<file path="src/rtl/spi_pkg.sv">
`timescale 1ns/1ps
`default_nettype none
// +-------------------------------------------------------------------------+
// | spi_pkg : shared widths, defaults and FSM encoding for the SPI slave    |
// | Rev 1.0                                                                 |
// +-------------------------------------------------------------------------+
package spi_pkg;

  localparam int SPI_BYTE_W = 8;
  localparam int SPI_CNT_W  = 3;

  localparam logic [SPI_BYTE_W-1:0] SPI_FILL_DEFAULT = 8'h00;

  typedef enum logic {
    IDLE   = 1'b0,
    ACTIVE = 1'b1
  } spi_state_t;

endpackage : spi_pkg
`default_nettype wire

</file>
<file path="src/rtl/spi_slave_sync_sync_edge.sv">
`timescale 1ns/1ps
`default_nettype none
// +-------------------------------------------------------------------------+
// | sync_edge : multi-flop input synchronizer with optional edge detection  |
// | Rev 1.0                                                                 |
// +-------------------------------------------------------------------------+
module sync_edge #(
  parameter int SYNC_STAGES = 2,
  parameter bit EDGE_EN     = 1'b1
) (
  input  logic clk,
  input  logic rst,
  input  logic i_d,
  output logic o_level,
  output logic o_rise,
  output logic o_fall
);

  logic [SYNC_STAGES-1:0] r_sync;

  // Reset to 0 so a pad already low at reset release never looks like a fall.
  always_ff @(posedge clk or posedge rst) begin
    if (rst) begin
      r_sync <= '0;
    end else begin
      r_sync <= {r_sync[SYNC_STAGES-2:0], i_d};
    end
  end

  assign o_level = r_sync[SYNC_STAGES-1];

  generate
    if (EDGE_EN) begin : g_edge
      logic r_prev;

      always_ff @(posedge clk or posedge rst) begin
        if (rst) begin
          r_prev <= 1'b0;
        end else begin
          r_prev <= o_level;
        end
      end

      assign o_rise = o_level & ~r_prev;
      assign o_fall = ~o_level & r_prev;
    end else begin : g_level
      assign o_rise = 1'b0;
      assign o_fall = 1'b0;
    end
  endgenerate

endmodule : sync_edge
`default_nettype wire

</file>
<file path="src/rtl/spi_slave_sync.sv">
`timescale 1ns/1ps
`default_nettype none
// +-------------------------------------------------------------------------+
// | spi_slave_sync : oversampled SPI mode-0 slave, byte RX/TX in clk domain |
// | Rev 1.0                                                                 |
// +-------------------------------------------------------------------------+
module spi_slave_sync
  import spi_pkg::*;
#(
  parameter int                     SYNC_STAGES = 2,
  parameter logic [SPI_BYTE_W-1:0]  FILL_BYTE   = SPI_FILL_DEFAULT
) (
  input  logic                  clk,
  input  logic                  rst,
  input  logic                  sck,
  input  logic                  ss_n,
  input  logic                  mosi,
  output logic                  miso,
  output logic [SPI_BYTE_W-1:0] rx_data,
  output logic                  rx_valid,
  input  logic [SPI_BYTE_W-1:0] tx_data,
  input  logic                  tx_load,
  output logic                  tx_pending,
  output logic                  frame_active,
  output logic                  frame_err
);

  localparam logic [SPI_CNT_W-1:0] c_cnt_last = '1;
  localparam logic [SPI_CNT_W-1:0] c_cnt_one  = {{(SPI_CNT_W-1){1'b0}}, 1'b1};

  logic w_sck_level_unused;
  logic w_sck_rise;
  logic w_sck_fall;
  logic w_ss_level_unused;
  logic w_ss_rise;
  logic w_ss_fall;
  logic w_mosi;
  logic w_mosi_rise_unused;
  logic w_mosi_fall_unused;

  sync_edge #(.SYNC_STAGES(SYNC_STAGES), .EDGE_EN(1'b1)) u_sync_sck (
    .clk     (clk),
    .rst     (rst),
    .i_d     (sck),
    .o_level (w_sck_level_unused),
    .o_rise  (w_sck_rise),
    .o_fall  (w_sck_fall)
  );

  sync_edge #(.SYNC_STAGES(SYNC_STAGES), .EDGE_EN(1'b1)) u_sync_ss (
    .clk     (clk),
    .rst     (rst),
    .i_d     (ss_n),
    .o_level (w_ss_level_unused),
    .o_rise  (w_ss_rise),
    .o_fall  (w_ss_fall)
  );

  sync_edge #(.SYNC_STAGES(SYNC_STAGES), .EDGE_EN(1'b0)) u_sync_mosi (
    .clk     (clk),
    .rst     (rst),
    .i_d     (mosi),
    .o_level (w_mosi),
    .o_rise  (w_mosi_rise_unused),
    .o_fall  (w_mosi_fall_unused)
  );

  spi_state_t             r_state;
  spi_state_t             w_state_next;
  logic                   w_active;
  logic                   w_miso;

  logic [SPI_CNT_W-1:0]   r_bit_cnt;
  logic [SPI_BYTE_W-1:0]  r_rx_shift;
  logic [SPI_BYTE_W-1:0]  r_tx_shift;
  logic [SPI_BYTE_W-1:0]  r_tx_hold;
  logic [SPI_BYTE_W-1:0]  r_rx_data;
  logic                   r_tx_pending;
  logic                   r_rx_valid;
  logic                   r_frame_err;

  logic                   w_start;
  logic                   w_stop;
  logic                   w_shift_rx;
  logic                   w_shift_tx;
  logic                   w_boundary;
  logic                   w_consume;
  logic [SPI_BYTE_W-1:0]  w_tx_next;
  logic [SPI_BYTE_W-1:0]  w_rx_next;

  always_ff @(posedge clk or posedge rst) begin
    if (rst) begin
      r_state <= IDLE;
    end else begin
      r_state <= w_state_next;
    end
  end

  always_comb begin
    w_state_next = r_state;
    w_active     = 1'b0;
    w_miso       = 1'b0;
    case (r_state)
      IDLE: begin
        if (w_ss_fall) begin
          w_state_next = ACTIVE;
        end
      end
      ACTIVE: begin
        w_active = 1'b1;
        w_miso   = r_tx_shift[SPI_BYTE_W-1];
        if (w_ss_rise) begin
          w_state_next = IDLE;
        end
      end
      default: begin
        w_state_next = IDLE;
      end
    endcase
  end

  // SCK edges landing on the same clk as SS deassertion are deliberately dropped.
  assign w_start    = (r_state == IDLE) && w_ss_fall;
  assign w_stop     = w_active && w_ss_rise;
  assign w_shift_rx = w_active && !w_ss_rise && w_sck_rise;
  assign w_shift_tx = w_active && !w_ss_rise && w_sck_fall;
  assign w_boundary = w_shift_tx && (r_bit_cnt == '0);
  assign w_consume  = w_start || w_boundary;
  assign w_tx_next  = r_tx_pending ? r_tx_hold : FILL_BYTE;
  assign w_rx_next  = {r_rx_shift[SPI_BYTE_W-2:0], w_mosi};

  always_ff @(posedge clk or posedge rst) begin
    if (rst) begin
      r_bit_cnt   <= '0;
      r_rx_shift  <= '0;
      r_rx_data   <= '0;
      r_rx_valid  <= 1'b0;
      r_frame_err <= 1'b0;
    end else begin
      r_rx_valid  <= 1'b0;
      r_frame_err <= 1'b0;
      if (w_start) begin
        r_bit_cnt <= '0;
      end else if (w_stop) begin
        r_bit_cnt   <= '0;
        r_frame_err <= (r_bit_cnt != '0);
      end else if (w_shift_rx) begin
        r_rx_shift <= w_rx_next;
        r_bit_cnt  <= r_bit_cnt + c_cnt_one;
        if (r_bit_cnt == c_cnt_last) begin
          r_rx_data  <= w_rx_next;
          r_rx_valid <= 1'b1;
        end
      end
    end
  end

  always_ff @(posedge clk or posedge rst) begin
    if (rst) begin
      r_tx_shift <= '0;
    end else if (w_consume) begin
      r_tx_shift <= w_tx_next;
    end else if (w_shift_tx) begin
      r_tx_shift <= {r_tx_shift[SPI_BYTE_W-2:0], 1'b0};
    end
  end

  // A load coinciding with a consume wins the pending flag; the consume used the old content.
  always_ff @(posedge clk or posedge rst) begin
    if (rst) begin
      r_tx_hold    <= '0;
      r_tx_pending <= 1'b0;
    end else if (tx_load) begin
      r_tx_hold    <= tx_data;
      r_tx_pending <= 1'b1;
    end else if (w_consume) begin
      r_tx_pending <= 1'b0;
    end
  end

  assign miso         = w_miso;
  assign rx_data      = r_rx_data;
  assign rx_valid     = r_rx_valid;
  assign tx_pending   = r_tx_pending;
  assign frame_active = w_active;
  assign frame_err    = r_frame_err;

endmodule : spi_slave_sync
`default_nettype wire
</file>
<file path="config.mk">
export PLATFORM = sky130hd
export DESIGN_NAME = spi_slave_sync
export DESIGN_NICKNAME = d
export VERILOG_FILES = /design/src/rtl/spi_pkg.sv /design/src/rtl/spi_slave_sync_sync_edge.sv /design/src/rtl/spi_slave_sync.sv
export SDC_FILE = /design/constraint.sdc
export NUM_CORES = 1
export LEC_CHECK = 0
export CORE_AREA = 2 2 66 68
export CTS_CLUSTER_DIAMETER = 50
export CTS_CLUSTER_SIZE = 12
export DETAILED_ROUTE_END_ITERATION = 8
export DIE_AREA = 0 0 68 70
export PLACE_DENSITY = 0.71
export SLEW_MARGIN = 10
export SYNTH_ARGS = -nofsm -noshare
export SYNTH_HDL_FRONTEND = slang
export SYNTH_SLANG_ARGS = --single-unit
</file>
<file path="constraint.sdc">
create_clock -name clk -period 2.7 [get_ports clk]
set_input_delay 0.405 -clock clk [delete_from_list [all_inputs] [get_ports clk]]
set_output_delay 0.405 -clock clk [all_outputs]
set_load 0.05 [all_outputs]
</file>
[Word level (Yosys, flattened, before mapping)]
Index checks and enable logic that the tools add are counted.
Word-level totals
  input bits: 14
  bits in registers: 46
Operators by class
  eq/ne operators: 1
  bitwise gates (word level): 11
  mux-type cells: 19
  add/subtract/negate cells: 1
  reduce and logical (&&, ||, !) cells: 15
Operators by type and width (count)
  $mux 8: 3
  $mux 1: 12
  $mux 3: 3
  $not 1->1: 7
  $logic_and 1x1->1: 6
  $reduce_bool 3->1: 2
  $and 1x1->1: 4
  $reduce_and 4->1: 1
  $reduce_bool 2->1: 2
  $add 3x1->3 const B: 1
  $eq 3x3->1 const B: 1
  $logic_not 3->1: 1
  $reduce_and 3->1: 1
  $pmux 1 s2: 1
  $logic_not 1->1: 1
  $logic_or 1x1->1: 1

[Depth between registers and ports, before layout]
  depth after elaboration: 9
  depth in mapped cells: 6
  gate-level depth less buffers: 5

[Modules after synthesis]
Synthesis repeated with hierarchy kept, for this count alone.
Unflattened totals
  cells, all modules: 161
  area, all modules: 1913.1 um^2
Modules (own cells, without submodules)
  spi_slave_sync: seq. area each 950.9 um^2, instances 1, area each 1652.8 um^2, cells an instance 143
  sync_edge (u_sync_sck ...): seq. area each 75.1 um^2, instances 2, area each 93.8 um^2, cells an instance 6
  sync_edge (u_sync_mosi): seq. area each 50.0 um^2, instances 1, area each 72.6 um^2, cells an instance 6

[Worst setup path before layout]
OpenSTA, ideal clock, no wires.
  path kind: register -> output
  start point: register r_state
  end point: output miso
  path slack: 749 ps
  arrival: 1546 ps
  cell stages (with the launch flop): 4
  cell sequence: dfrtp_1 -> buf_4 -> buf_2 -> and2_1
Between the ends
  longest elaborated chain between the ends: 1
RTL lines
  start: declaration: line spi_slave_sync.sv:68  | spi_state_t r_state;
  start signal: assignment: line spi_slave_sync.sv:95  | r_state <= w_state_next;
  $mux 1: line spi_slave_sync.sv:103  | case (r_state)
  end: declaration: line spi_slave_sync.sv:18  | output logic miso,
Every way passes these cells.

[Worst setup path after layout]
Ends and elaborated chain as after synthesis.

==> results by stage <==
Global routing:
- The total overflow left after global routing is 0.
- The via count of the first global-routing pass is 1,281.
- The number of antenna violations at the first check in global routing came to 0.
- Entering global routing, the biggest net connects 29 pins.
- The overall track demand over capacity in global routing is 0.1653.
- The first global-routing pass estimated 5982 um of wire.

Floorplanning:
- The area of the core region is 4144 sq um.
- The row count is 24.
- The floorplan step set the die width to 68 um.
- For this configuration, the core starts out at a cell density of 0.4653.
- The area of the die is 4760 sq um.
- 27 I/O pins were placed.
- Measured along the y axis, the die boundary spans 70 um.

Worst setup path:
- The setup path with the least slack is of type flop to output pin.
- The endpoint required time on the critical path is 2.30 ns.
- The largest single stage delay on the critical path is 0.79 ns.
- The critical-path cell with the highest stage delay is clkdlybuf4s50_1.
- The worst setup path is launched from a flop.
- The kind of end point of the critical path is an output pin.
- Data on the critical path arrives at its endpoint at 1.92 ns.
- The critical path goes through and2_1, clkdlybuf4s50_1.
- The largest fanout on the critical path is 12.

Detailed routing:
- The detailed router finished its first iteration with 50 violations.
- The final routed wire length divided by cell count is 15.70 um.
- The count of vias placed by the detailed router is 1,239.
- The ratio of routed vias to standard cells is 5.606.
- The wire length after detailed routing is 3470 um.
- The number of search-and-repair iterations in the first detailed-routing pass is 4.
- In this run the remaining antenna-violating nets after routing total 0.
- The number of remaining DRC errors is 0.

STA:
- The post-route fraction of the period consumed by the critical path is 0.8596.
- The tightest slew margin relative to the limit is 0.5070.
- Between clock sinks in the finished design, the worst skew comes to 0.005551 ns.
- Setup violations remaining at the end of the flow were counted as 0.
- Subtracting the final worst setup slack from the clock period gives 2.321 ns.
- The upper clock frequency limit is 430.9 MHz.
- The max-slew violation count is 0.
- The final-layout setup total negative slack is 0 ns.
- Setup repair after global routing left no endpoint under its margin.
- The transition time at the pin with the least slew margin is 0.7387 ns.
- The count of final hold-check violations is 0.

Synthesis:
- Among all flip-flop cells after synthesis, the most frequent one is dfrtp_1.
- The flip-flop and latch count after synthesis is 46.
- The number of library cell types mapped by synthesis is 33.
- The post-synthesis average cell area is 13.48 sq um.
- In the synthesized netlist the async set-or-reset flop fraction comes to 1.000.
- The synthesized design contains 0 enable-type register cells.
- The Yosys step of the flow raised 0 warnings.
- Counting every net in the synthesized netlist gives 160.
- The area of the mapped netlist is 1928 sq um.
- The number of standard cells after synthesis is 143.
- The sequential element share of the synthesized area is 0.5970.

Pwr:
- Dividing total power by cell area gives a power density of 672.0 nW/um^2.
- The internal power summed over all cells is 1.111 mW.
- Summed over all cells, the static leakage comes to 1.007 nW.
- Of the total power, the clock network draws 0.261.
- The share of total power dissipated in combinational logic is 0.182.
- The fraction of power spent switching nets is 0.2856.
- The net switching component of the power is 444.1 uW.
- Total power for the finished layout comes to 1.555 mW.
- The sequential cell fraction of total power is 0.557.
- The maximum vdd ir drop is 0.0003805 V.

Clock tree:
- The TritonCTS clock tree is built.
- The clock-pin transition on the worst setup and hold timing paths is 0.08 ns.
- The clock passes through at most 2 buffers.
- The number of clock buffers added by TritonCTS is 5.
- In this run, post-CTS hold repair placed 0 buffers.
- The H-tree depth is 2.
- The later-pin clock latency in the skew report is 0.30 ns.
- The number of post-CTS setup repair buffers is 0.
- The clock drives 46 sinks.
- CTS placed an instance of clkbuf_8 at the clock tree root.
- The number of resized instances in the post-cts repair step is 0.

Place:
- During placement, the flow inserted port buffers numbering 26.
- The placer congestion estimate is 0.7709.
- Once placement completed, the tool counted placed cells totaling 213.
- Summed over all nets, the half-perimeter wirelength after detailed placement is 2499 um.

Finish:
- The count of antenna diodes in the layout is 0.
- The filler cells instantiated in the layout total 342.
- In the final layout, the share of cells above drive strength 1 is 0.2189.
- The final non-filler cell total is 221.
- In the layout the commonest cells are dfrtp_1, clkdlybuf4s50_1, mux2_2.
- The number of nets in the final layout is 185.
- The library cell used most frequently in the layout, excluding fill and tap cells, is dfrtp_1.
- Compared with the post-synthesis result, the final layout area differs by 19.99%.

Run:
- The total of max-cap violations is 0.

Outcome:
- The run finished with clean final reports.

Worst hold path:
- In this run the worst hold path is classified as flop to flop.
## synth_stat cells (all sizes together), types with 2 or more instances
cell,instances,area [sq um]
dfrtp,46,1151
mux2,23,259.0
nand3,8,40.04
a311oi,7,61.31
a31oi,7,43.79
o211ai,7,52.55
buf,6,38.79
inv,5,18.77
clkbuf,4,15.01
and3,3,18.77
ha,3,37.54
nor2b,3,18.77
a32o,2,20.02
nand2,2,7.510
nand2b,2,15.02
nand4,2,27.53
## sequential cells by signal, summed over array words and instances (netlist names)
register,count
frame_err,1
r_bit_cnt,3
r_rx_shift,7
r_state,1
r_tx_hold,8
r_tx_shift,8
rx_data,8
rx_valid,1
tx_pending,1
u_sync_mosi.r_sync,2
u_sync_sck.g_edge.r_prev,1
u_sync_sck.r_sync,2
u_sync_ss.g_edge.r_prev,1
u_sync_ss.r_sync,2
## final timing paths
check,from,endpoint,slack [ns],cells past startpoint
worst max-delay path,r_state$_DFF_PP0_,miso,0.38,2
worst min-delay path,u_sync_mosi.r_sync[0]$_DFF_PP0_,u_sync_mosi.r_sync[1]$_DFF_PP0_,0.36,0
worst max register to register,r_state$_DFF_PP0_,r_tx_shift[7]$_DFFE_PP0P_,0.98,3
worst min register to register,u_sync_mosi.r_sync[0]$_DFF_PP0_,u_sync_mosi.r_sync[1]$_DFF_PP0_,0.36,0
max in group asynchronous,rst,r_tx_shift[2]$_DFFE_PP0P_,1.58,3
min in group asynchronous,rst,rx_data[4]$_DFFE_PP0P_,0.53,2
## logic make-up (layout without fill, tap and decap cells)
logic type / count (synthesis) / count (layout) / share of synthesized area
buffers and inverters: 15 / 41 / 0.03764
adders and majority gates: 3 / 3 / 0.01947
and+or+nand+nor: 25 / 25 / 0.09021
DFF: 46 / 46 / 0.5970
AOI/OAI and AO/OA: 31 / 31 / 0.1214
muxes: 23 / 23 / 0.1343
## power groups by stage
stage	clock, mW	combinational [mW]	sequential [mW]
after detailed placement	0	0.282	0.879
final	0.405	0.283	0.866
after floorplan	0	0.210	0.863
after CTS	0.412	0.284	0.867
after global routing	0.449	0.310	0.880
after global placement	0	0.267	0.870
## final cells by class
type                       count  area [sq um]  share of cell area
sequential                    46          1151              0.4976
multi-input combinational     82         704.4              0.3045
timing repair buffer          28         287.8              0.1244
clock buffer                   6         72.57             0.03137
tap                           52         65.06             0.02812
inverter                       5         18.77            0.008112
clock inverter                 2         13.76            0.005949
## stage by stage
stage	setup WS, ns	hold slack (ns)	utilization	cell area, sq um
after floorplan	0.7485	0.3312	-	1928
after global routing	0.2955	0.3726	0.5583	2313
after CTS	0.3688	0.3668	0.5583	2313
after global placement	0.7252	0.3311	0.5374	2227
after detailed placement	0.7040	0.3479	0.5374	2227
final	0.3791	0.3605	0.5583	2313
## per-layer routing
layer,GRT usage,routed length (um),up-vias,share of wire
met5,0,0,-,0
met4,0.05556,50,0,0.014
met3,0.04992,145,8,0.042
met2,0.2589,1762,33,0.51
met1,0.2170,1511,624,0.44
li1,-,-,574,-
## worst max-delay path: cells and delay by family (launching register included)
| kind | cells | cell delay, ns |
|---|---|---|
| flip-flops | 1 | 0.63 |
| buffers and inverters | 1 | 0.79 |
| AND/OR/NAND/NOR | 1 | 0.20 |
Power figures use the tool's default switching activity.
